==> config.mk <==
export PLATFORM = sky130hd
export DESIGN_NAME = mult_share_arb_flat
export DESIGN_NICKNAME = d
export VERILOG_FILES = /design/src/rtl/mult_share_arb_if.sv /design/src/rtl/mult_share_arb.sv /design/src/flat_wrapper.sv
export SDC_FILE = /design/constraint.sdc
export NUM_CORES = 1
export LEC_CHECK = 0
export ABC_CLOCK_PERIOD_IN_PS = 3000
export BUFFER_PORTS_ARGS = -buffer_cell sky130_fd_sc_hd__buf_4
export CAP_MARGIN = 20
export CORE_MARGIN = 10
export CORE_UTILIZATION = 38
export CTS_BUF_LIST = sky130_fd_sc_hd__clkbuf_16
export DETAILED_ROUTE_END_ITERATION = 8
export PLACE_DENSITY_LB_ADDON = 0.12
export SLEW_MARGIN = 5
export SYNTH_ARGS = -nofsm -noshare
export SYNTH_HDL_FRONTEND = slang
export SYNTH_SLANG_ARGS = --single-unit
==> constraint.sdc <==
create_clock -name clk -period 3 [get_ports clk]
set_clock_uncertainty 0.1 [all_clocks]
set_input_delay 0.3 -clock clk [delete_from_list [all_inputs] [get_ports clk]]
set_output_delay 0.3 -clock clk [all_outputs]
set_load 0.05 [all_outputs]
==> src/rtl/mult_share_arb_if.sv <==
// Requester-side handshake bundle for mult_share_arb: issue channel (req_*) and
// response channel (rsp_*) for both requesters, packed {req1,req0}.
interface mult_share_arb_if;
   logic [1:0]  req_valid;
   logic [1:0]  req_ready;
   logic [15:0] req_a;
   logic [15:0] req_b;
   logic [1:0]  rsp_valid;
   logic [1:0]  rsp_ready;
   logic [31:0] rsp_data;

   modport master (
      output req_valid, req_a, req_b, rsp_ready,
      input  req_ready, rsp_valid, rsp_data
   );

   modport slave (
      input  req_valid, req_a, req_b, rsp_ready,
      output req_ready, rsp_valid, rsp_data
   );
endinterface

==> src/rtl/mult_share_arb.sv <==
// Shares one registered 8u x 8s multiplier between two requesters: arbitrated issue,
// tagged return into per-requester FIFOs, credit flow control. Macro MULT_ARB_FIXED_PRIO_EN.
module mult_share_arb #(
   parameter int unsigned MULT_LAT   = 1,
   parameter int unsigned FIFO_DEPTH = 2
) (
   input  logic            clk,
   input  logic            rst_n,
   mult_share_arb_if.slave bus,
   output logic [7:0]      mul_n1,
   output logic [7:0]      mul_n2,
   input  logic [15:0]     mul_result
);
   localparam int unsigned TAG_STAGES = MULT_LAT + 1;
   localparam int unsigned PTR_W      = (FIFO_DEPTH > 1) ? $clog2(FIFO_DEPTH) : 1;
   localparam int unsigned CNT_W      = $clog2(FIFO_DEPTH + 1);

   logic [1:0]            elig;
   logic [1:0]            grant;
   logic [1:0]            wr_en;
   logic [1:0]            pop;
   logic                  issue;
   logic                  gid;
   logic [CNT_W-1:0]      credit [2];
   logic [CNT_W-1:0]      cnt    [2];
   logic [PTR_W-1:0]      wptr   [2];
   logic [PTR_W-1:0]      rptr   [2];
   logic [15:0]           mem    [2][FIFO_DEPTH];
   logic [TAG_STAGES-1:0] tag_vld;
   logic [TAG_STAGES-1:0] tag_id;

`ifndef MULT_ARB_FIXED_PRIO_EN
   logic last_q;
`endif

   // Grant is combinational and forced low while reset is asserted.
   always_comb begin
      elig  = '0;
      grant = '0;
      for (int i = 0; i < 2; i++) begin
         elig[i] = bus.req_valid[i] && (credit[i] != '0);
      end
`ifdef MULT_ARB_FIXED_PRIO_EN
      if (elig[0]) begin
         grant = 2'b01;
      end else if (elig[1]) begin
         grant = 2'b10;
      end
`else
      case (elig)
         2'b01:   grant = 2'b01;
         2'b10:   grant = 2'b10;
         2'b11:   grant = last_q ? 2'b01 : 2'b10;
         default: grant = 2'b00;
      endcase
`endif
      if (!rst_n) begin
         grant = '0;
      end
   end

   assign bus.req_ready = grant;
   assign issue         = |grant;
   assign gid           = grant[1];

`ifndef MULT_ARB_FIXED_PRIO_EN
   // last_q = requester granted most recently; reset value lets requester 0 win first.
   always_ff @(posedge clk or negedge rst_n) begin
      if (!rst_n) begin
         last_q <= 1'b1;
      end else if (issue) begin
         last_q <= gid;
      end
   end
`endif

   // Operand registers and the tag pipe aligned with the multiplier latency.
   always_ff @(posedge clk or negedge rst_n) begin
      if (!rst_n) begin
         mul_n1  <= '0;
         mul_n2  <= '0;
         tag_vld <= '0;
         tag_id  <= '0;
      end else begin
         if (issue) begin
            mul_n1 <= gid ? bus.req_a[15:8] : bus.req_a[7:0];
            mul_n2 <= gid ? bus.req_b[15:8] : bus.req_b[7:0];
         end
         tag_vld <= {tag_vld[TAG_STAGES-2:0], issue};
         tag_id  <= {tag_id[TAG_STAGES-2:0], gid};
      end
   end

   always_comb begin
      wr_en = '0;
      pop   = '0;
      for (int i = 0; i < 2; i++) begin
         wr_en[i] = tag_vld[TAG_STAGES-1] && (tag_id[TAG_STAGES-1] == 1'(i));
         pop[i]   = bus.rsp_ready[i] && (cnt[i] != '0);
      end
   end

   // Credits track free FIFO slots minus products in flight; FIFO occupancy and pointers.
   always_ff @(posedge clk or negedge rst_n) begin
      if (!rst_n) begin
         for (int i = 0; i < 2; i++) begin
            credit[i] <= CNT_W'(FIFO_DEPTH);
            cnt[i]    <= '0;
            wptr[i]   <= '0;
            rptr[i]   <= '0;
         end
      end else begin
         for (int i = 0; i < 2; i++) begin
            case ({grant[i], pop[i]})
               2'b10:   credit[i] <= credit[i] - CNT_W'(1);
               2'b01:   credit[i] <= credit[i] + CNT_W'(1);
               default: credit[i] <= credit[i];
            endcase
            case ({wr_en[i], pop[i]})
               2'b10:   cnt[i] <= cnt[i] + CNT_W'(1);
               2'b01:   cnt[i] <= cnt[i] - CNT_W'(1);
               default: cnt[i] <= cnt[i];
            endcase
            if (wr_en[i]) begin
               wptr[i] <= wptr[i] + PTR_W'(1);
            end
            if (pop[i]) begin
               rptr[i] <= rptr[i] + PTR_W'(1);
            end
         end
      end
   end

   always_ff @(posedge clk) begin
      for (int i = 0; i < 2; i++) begin
         if (wr_en[i]) begin
            mem[i][wptr[i]] <= mul_result;
         end
      end
   end

   always_comb begin
      bus.rsp_valid = '0;
      bus.rsp_data  = '0;
      for (int i = 0; i < 2; i++) begin
         bus.rsp_valid[i] = (cnt[i] != '0);
         if (cnt[i] != '0) begin
            bus.rsp_data[16*i +: 16] = mem[i][rptr[i]];
         end
      end
   end
endmodule

==> src/flat_wrapper.sv <==
// flat-port wrapper written by rule: the top's interface ports become plain ports
module mult_share_arb_flat 
#(
   parameter int unsigned MULT_LAT   = 1,
   parameter int unsigned FIFO_DEPTH = 2
)
  (clk, rst_n, mul_n1, mul_n2, mul_result, bus_req_valid, bus_req_a, bus_req_b, bus_rsp_ready, bus_req_ready, bus_rsp_valid, bus_rsp_data);
  mult_share_arb_if bus_i ();
  input  logic clk;
  input  logic rst_n;
  output logic [7:0] mul_n1;
  output logic [7:0] mul_n2;
  input  logic [15:0] mul_result;
  input wire logic [$bits(bus_i.req_valid)-1:0] bus_req_valid;
  input wire logic [$bits(bus_i.req_a)-1:0] bus_req_a;
  input wire logic [$bits(bus_i.req_b)-1:0] bus_req_b;
  input wire logic [$bits(bus_i.rsp_ready)-1:0] bus_rsp_ready;
  output wire logic [$bits(bus_i.req_ready)-1:0] bus_req_ready;
  output wire logic [$bits(bus_i.rsp_valid)-1:0] bus_rsp_valid;
  output wire logic [$bits(bus_i.rsp_data)-1:0] bus_rsp_data;
  assign bus_i.req_valid = bus_req_valid;
  assign bus_i.req_a = bus_req_a;
  assign bus_i.req_b = bus_req_b;
  assign bus_i.rsp_ready = bus_rsp_ready;
  assign bus_req_ready = bus_i.req_ready;
  assign bus_rsp_valid = bus_i.rsp_valid;
  assign bus_rsp_data = bus_i.rsp_data;
  mult_share_arb #(.MULT_LAT(MULT_LAT), .FIFO_DEPTH(FIFO_DEPTH)) u_core (.clk(clk), .rst_n(rst_n), .bus(bus_i), .mul_n1(mul_n1), .mul_n2(mul_n2), .mul_result(mul_result));
endmodule
# [Word-level counts from Yosys, hierarchy flattened]
# Memory sizes are Yosys's and may differ from the RTL's.
# Index checks and enable logic that the tools add are counted.
# Widths: inputs -> output; s select.
[word_totals] word_cells=94 memories=1 input_bits=54 reg_bits=33 ram_bits=64
[mem_list] memory="u_core.mem" depth=2 width=32 rd=2 rd_clocked_by_memory_dff=0 write_ports=1 line="mult_share_arb.sv:28" rtl="logic [15:0] mem [2][FIFO_DEPTH];"
[op_classes] eq_ne=11 n_mux=28 n_lt_le_gt_ge=6 bitwise_logic=5 addsub=12 n_reduce_logical=18
[op_table] operator="$mux 16" count=10
[op_table] operator="$mux 32" count=4
[op_table] operator="$demux 16 s1" count=2
[op_table] operator="$reduce_or 32->1" count=1
[op_table] operator="$mux 8" count=2
[op_table] operator="$pmux 2 s2" count=4
[op_table] operator="$reduce_bool 2->1" count=8
[op_table] operator="$eq 2x2->1 const B" count=6
[op_table] operator="$eq 2x1->1 const B" count=5
[op_table] operator="$add 2x1->2 const B" count=4
[op_table] operator="$ge 2x2->1 const B" count=4
[op_table] operator="$logic_and 1x1->1" count=8
[op_table] operator="$not 1->2" count=4
[op_table] operator="$sub 2x1->2 const B" count=4
[op_table] operator="$pmux 2 s3" count=1
[op_table] operator="$add 1x1->1 const B" count=4
[op_table] operator="$lt 2x1->1 const B" count=2
[op_table] operator="$mux 2" count=2
[op_table] operator="$mux 1" count=3
[op_table] operator="$reduce_or 2->1" count=1
[op_table] operator="$not 1->1" count=1

# [Logic depth before layout (Yosys ltp)]
[depth] ltp_word=8 depth_mapped=10 depth_no_buf=7

# [Worst setup path after synthesis]
# OpenSTA, ideal clock, no wires.
[synth_path] path_type="register to output" start="reg u_core.rptr[1] in the netlist's numbering" end="out bus_rsp_data[10]" t_required_ns=2.600 t_arrival_ns=1.736 slack_ns=0.864 stages_incl_launch_ff=5 path_cell_list="dfrtp_1 > clkbuf_1 > buf_2 > mux2i_1 > nor2_1"
[synth_between] elab_chain_cells=5
[synth_lines] item="from (decl)" line="mult_share_arb.sv:27" rtl="logic [PTR_W-1:0] rptr [2];"
[synth_lines] item="from (signal, indexed assignment)" line="mult_share_arb.sv:128" rtl="rptr[i] <= rptr[i] + PTR_W'(1);"
[synth_lines] item="$not 1->2 (implied by the code)" line="mult_share_arb.sv:148" rtl="bus.rsp_data[16*i +: 16] = mem[i][rptr[i]];"
[synth_lines] item="$mux 16 (implied by the code) (3 in series)" line="mult_share_arb.sv:148"
[synth_lines] item="$mux 16" line="mult_share_arb.sv:147" rtl="if (cnt[i] != '0) begin"
[synth_lines] item="to (decl)" line="flat_wrapper.sv:20" rtl="output wire logic [$bits(bus_i.rsp_data)-1:0] bus_rsp_data;"
# Every way passes these cells. The select of a mux whose other input is x is not followed.

# [Worst setup path in the final report]
[layout_path] start="in rst_n" end="out bus_req_ready[0]"
[layout_between] elab_chain_cells=1
[layout_lines] item="from (decl)" line="flat_wrapper.sv:10" rtl="input logic rst_n;"
[layout_lines] item="$mux 2" line="mult_share_arb.sv:57" rtl="if (!rst_n) begin"
[layout_lines] item="to (decl)" line="flat_wrapper.sv:18" rtl="output wire logic [$bits(bus_i.req_ready)-1:0] bus_req_ready;"
# Every way passes these cells.

==> flow_summary_export.csv <==
group,metric,value,unit
clocking,htree_num_levels,3,
worst_setup_path,worst-endpoint-required,2.60,ns
timing,relSlewSlack,0.407,
placed_design,dp.final_hpwl,6.04,mm
global_route,first_pass_grt_wire_length,14.2,mm
timing,timing.final.ws_setup,0.479,ns
timing,final-max-slew-violation-count,0,
timing,hold-worst-slack,0.0609,ns
power_and_ir_drop,clock_power_share,0.182,
yosys,yosysUniqueCellTypes,26,
worst_setup_path,worst-path-max-fanout,19,
yosys,synth_area_leaders,"sky130_fd_sc_hd__edfxtp_1, sky130_fd_sc_hd__dfrtp_1, sky130_fd_sc_hd__mux2i_1",
placed_design,dpl-instance-area,4850,sq um
worst_setup_path,arrival_time_worst_endpoint,2.12,ns
finish,post_route_cells_drive_above_1_share,0.369,
power_and_ir_drop,switching_power,2.73,mW
timing,finalSetupViolations,0,
clocking,post_cts_hold_buffer_count,1,
worst_setup_path,worst_setup_end_kind,"primary output",
finish,diodes,0,
floorplan,initial_core_util,0.394,
power_and_ir_drop,p_comb_frac,0.501,
floorplan,num_io_pins,106,
route,drc,0,
yosys,syn_nets,313,
clocking,cts_resized,0,
clocking,cts_setup_buffers,0,
floorplan,dieHeight,121,um
yosys,synth.avg_cell_area,15.3,sq um
placed_design,dp_slack,0.815,ns
worst_setup_path,crit_top_cell,"sky130_fd_sc_hd__buf_4",
clocking,cts_buffers,9,
worst_setup_path,critPathLaunchType,"input port",
worst_setup_path,worst_path_dominant_cell_family,"buffers and inverters",
yosys,number_of_instances_in_the_synthesized_netlist,255,
finish,finish.net_count,427,
global_route,initial_antenna_violation_count,0,
yosys,synth_seq_cells,97,
worst_setup_path,timing.critical_path.slowest_stage_cell,"sky130_fd_sc_hd__dlygate4sd3_1",
timing,setup-tns-final,0,ns
yosys,netlist_area,3910,sq um
clocking,cts_root_buffer,"sky130_fd_sc_hd__clkbuf_16",
power_and_ir_drop,vdd.ir_drop.worst,0.000441,V
finish,fillCellCount,867,
worst_setup_path,critical_path.max_stage_delay,0.52,ns
clocking,cts.sinks,97,
global_route,grt-ovfl-total,0,
route,ant_nets,0,
worst_setup_path,cp_cell_sequence,"dlygate4sd3_1 -> buf_4 -> o211a_1 -> buf_4 -> o21a_1 -> buf_4 -> buf_4",
timing,hold_violations,0,
yosys,synth_most_common_cell,"sky130_fd_sc_hd__edfxtp_1",
power_and_ir_drop,p_per_area,1200,nW/um^2
status,status,"complete, no violations",
global_route,number_of_global_route_vias_before_repair,2726,
timing,timing.fmax,0.397,GHz
clocking,clkSlewWorstSetupHoldPaths,0.07,ns
global_route,grtUsageTotal,0.122,
run,drv.max_cap_violation_count,0,
yosys,yosys-top-cells-count,"sky130_fd_sc_hd__edfxtp_1, sky130_fd_sc_hd__nor2_1, sky130_fd_sc_hd__mux2i_1",
power_and_ir_drop,power_frac_seq,0.317,
clocking,clock_tree_from_tritoncts,"yes",
yosys,ys_warn_count,0,
worst_setup_path,worstPathBufferInverterCount,5,
timing,finalCriticalPeriod,2.52,ns
yosys,synth_top_area_share,0.492,
placed_design,gp_congestion,0.741,
clocking,clockBufferDepth,2,
finish,finalInstanceArea,5160,sq um
floorplan,die_area,14700,sq um
worst_setup_path,critical_path_type,"in -> out",
yosys,part_of_the_yosys_area_used_for_sequential_elements,0.704,
timing,worst_margin_slew,0.890,ns
power_and_ir_drop,totalPowerFinal,6.18,mW
route,route.final.wire_length,8.70,mm
route,detailroute.via_count,2407,
yosys,async_flop_share,0.340,
yosys,count_of_flip_flops_with_a_built_in_enable_after_synthesis,64,
timing,final.period_utilization,0.840,
floorplan,rows,36,
clocking,insertion_delay,0.34,ns
power_and_ir_drop,static-leakage-power,2.22,nW
global_route,grt_start_max_net_pins,21,
yosys,synth_top_flop_cell,"sky130_fd_sc_hd__edfxtp_1",
floorplan,floorplan.die.width,121,um
yosys,synth.largest_area_cell,"sky130_fd_sc_hd__edfxtp_1",
timing,setup_repair_after_global_routing_missed_its_margin,"false",
route,route.detailed.vias_per_inst,4.75,
power_and_ir_drop,swShare,0.442,
route,detail_route.wl_per_cell,17.2,um
power_and_ir_drop,internal_power,3.45,mW
route,first_iter_violations,111,
placed_design,placement.io_buffers,105,
route,first_pass_iteration_count_of_the_detailed_router,4,
min_path,holdCritPathClass,"in -> reg",
floorplan,floorplan.core_area,9910,sq um
finish,layout-area-overhead-vs-synth,32.1,%
[power groups by stage]
stage                     combinational, mW  sequential [mW]  clock, mW
after global routing                   3.31             2.00       1.22
after detailed placement               3.15             1.98          0
final                                  3.09             1.96       1.13
after CTS                              3.16             1.96       1.15
after global placement                 3.14             1.97          0
after floorplan                        1.84             2.32          0
[final cells by class]
type | count | area, sq um | share of cell area
clock buffer | 9 | 225 | 0.0436
clock inverter | 7 | 71.3 | 0.0138
inverter | 6 | 22.5 | 0.00436
multi-input combinational | 138 | 1040 | 0.202
sequential | 97 | 2750 | 0.533
tap | 133 | 166 | 0.0322
timing repair buffer | 117 | 881 | 0.171
[logic make-up after synthesis]
group / Yosys count / synth area share
compound gates: 22 / 0.0532
xor+xnor: 16 / 0.0359
fa+ha+maj: 4 / 0.0128
buf+inv: 20 / 0.0307
flops: 97 / 0.704
mux: 32 / 0.0820
simple gates: 64 / 0.0813
[layout by cell type (no fill, tap or decap)]
cell                            count
sky130_fd_sc_hd__buf_4            116
sky130_fd_sc_hd__nor2b_1            2
sky130_fd_sc_hd__clkinv_4           2
sky130_fd_sc_hd__dlygate4sd3_1      1
sky130_fd_sc_hd__or2_2              1
sky130_fd_sc_hd__edfxtp_1          64
sky130_fd_sc_hd__ha_1               4
sky130_fd_sc_hd__dfrtp_1           30
sky130_fd_sc_hd__inv_6              1
sky130_fd_sc_hd__nor3b_1           16
sky130_fd_sc_hd__nand2b_1           1
sky130_fd_sc_hd__clkinvlp_4         1
sky130_fd_sc_hd__a221o_1           16
sky130_fd_sc_hd__nand2_1            1
sky130_fd_sc_hd__o21ai_0            1
sky130_fd_sc_hd__xnor2_1            8
sky130_fd_sc_hd__o21a_1             1
sky130_fd_sc_hd__bufinv_16          1
sky130_fd_sc_hd__mux2i_1           32
sky130_fd_sc_hd__and2_4             1
sky130_fd_sc_hd__a21o_1             1
sky130_fd_sc_hd__inv_1              8
sky130_fd_sc_hd__o211ai_1           1
sky130_fd_sc_hd__and3_1             1
sky130_fd_sc_hd__xor2_1             8
sky130_fd_sc_hd__clkbuf_16          9
sky130_fd_sc_hd__dfstp_2            3
sky130_fd_sc_hd__nor2_2             3
sky130_fd_sc_hd__nor2_1            38
sky130_fd_sc_hd__o211a_1            2
[through the flow]
step / utilization / cells
floorplan: - / 255
global placement: 0.490 / 490
detailed placement: 0.490 / 490
CTS: 0.521 / 507
global route: 0.521 / 507
finish: 0.521 / 507
[path summary, 6_finish.rpt]
| kind | from | end | slack [ns] | cells after the start |
|---|---|---|---|---|
| min in group asynchronous | rst_n | u_core.mul_n2[3]$_DFFE_PN0P_ | 0.27 | 2 |
| max in group asynchronous | rst_n | u_core.tag_id[0]$_DFF_PN0_ | 2.03 | 3 |
| min reg2reg | u_core.tag_vld[0]$_DFF_PN0_ | u_core.tag_vld[1]$_DFF_PN0_ | 0.25 | 0 |
| max | rst_n | bus_req_ready[0] | 0.48 | 7 |
| max reg2reg | u_core.credit[1]$_DFFE_PN1P_ | u_core.credit[1]$_DFFE_PN1P_ | 0.86 | 8 |
| min | mul_result[1] | u_core.mem[0][1]$_DFFE_PP_ | 0.06 | 1 |
[state kept, by name (all words and copies together), names as in the netlist, 2 cells and up]
name	count
u_core.mul_n2	8
u_core.mem	64
u_core.mul_n1	8
u_core.wptr	2
u_core.tag_vld	2
u_core.cnt	4
u_core.tag_id	2
u_core.credit	4
u_core.rptr	2
[layer usage]
layer / track usage / up-vias / share of wire
met5: 0 / - / 0
met4: 0.0425 / 0 / 0.014
met3: 0.0558 / 13 / 0.084
met2: 0.191 / 84 / 0.47
met1: 0.145 / 1148 / 0.44
li1: - / 1162 / -
No activity file was read; power rests on OpenSTA's default activity.
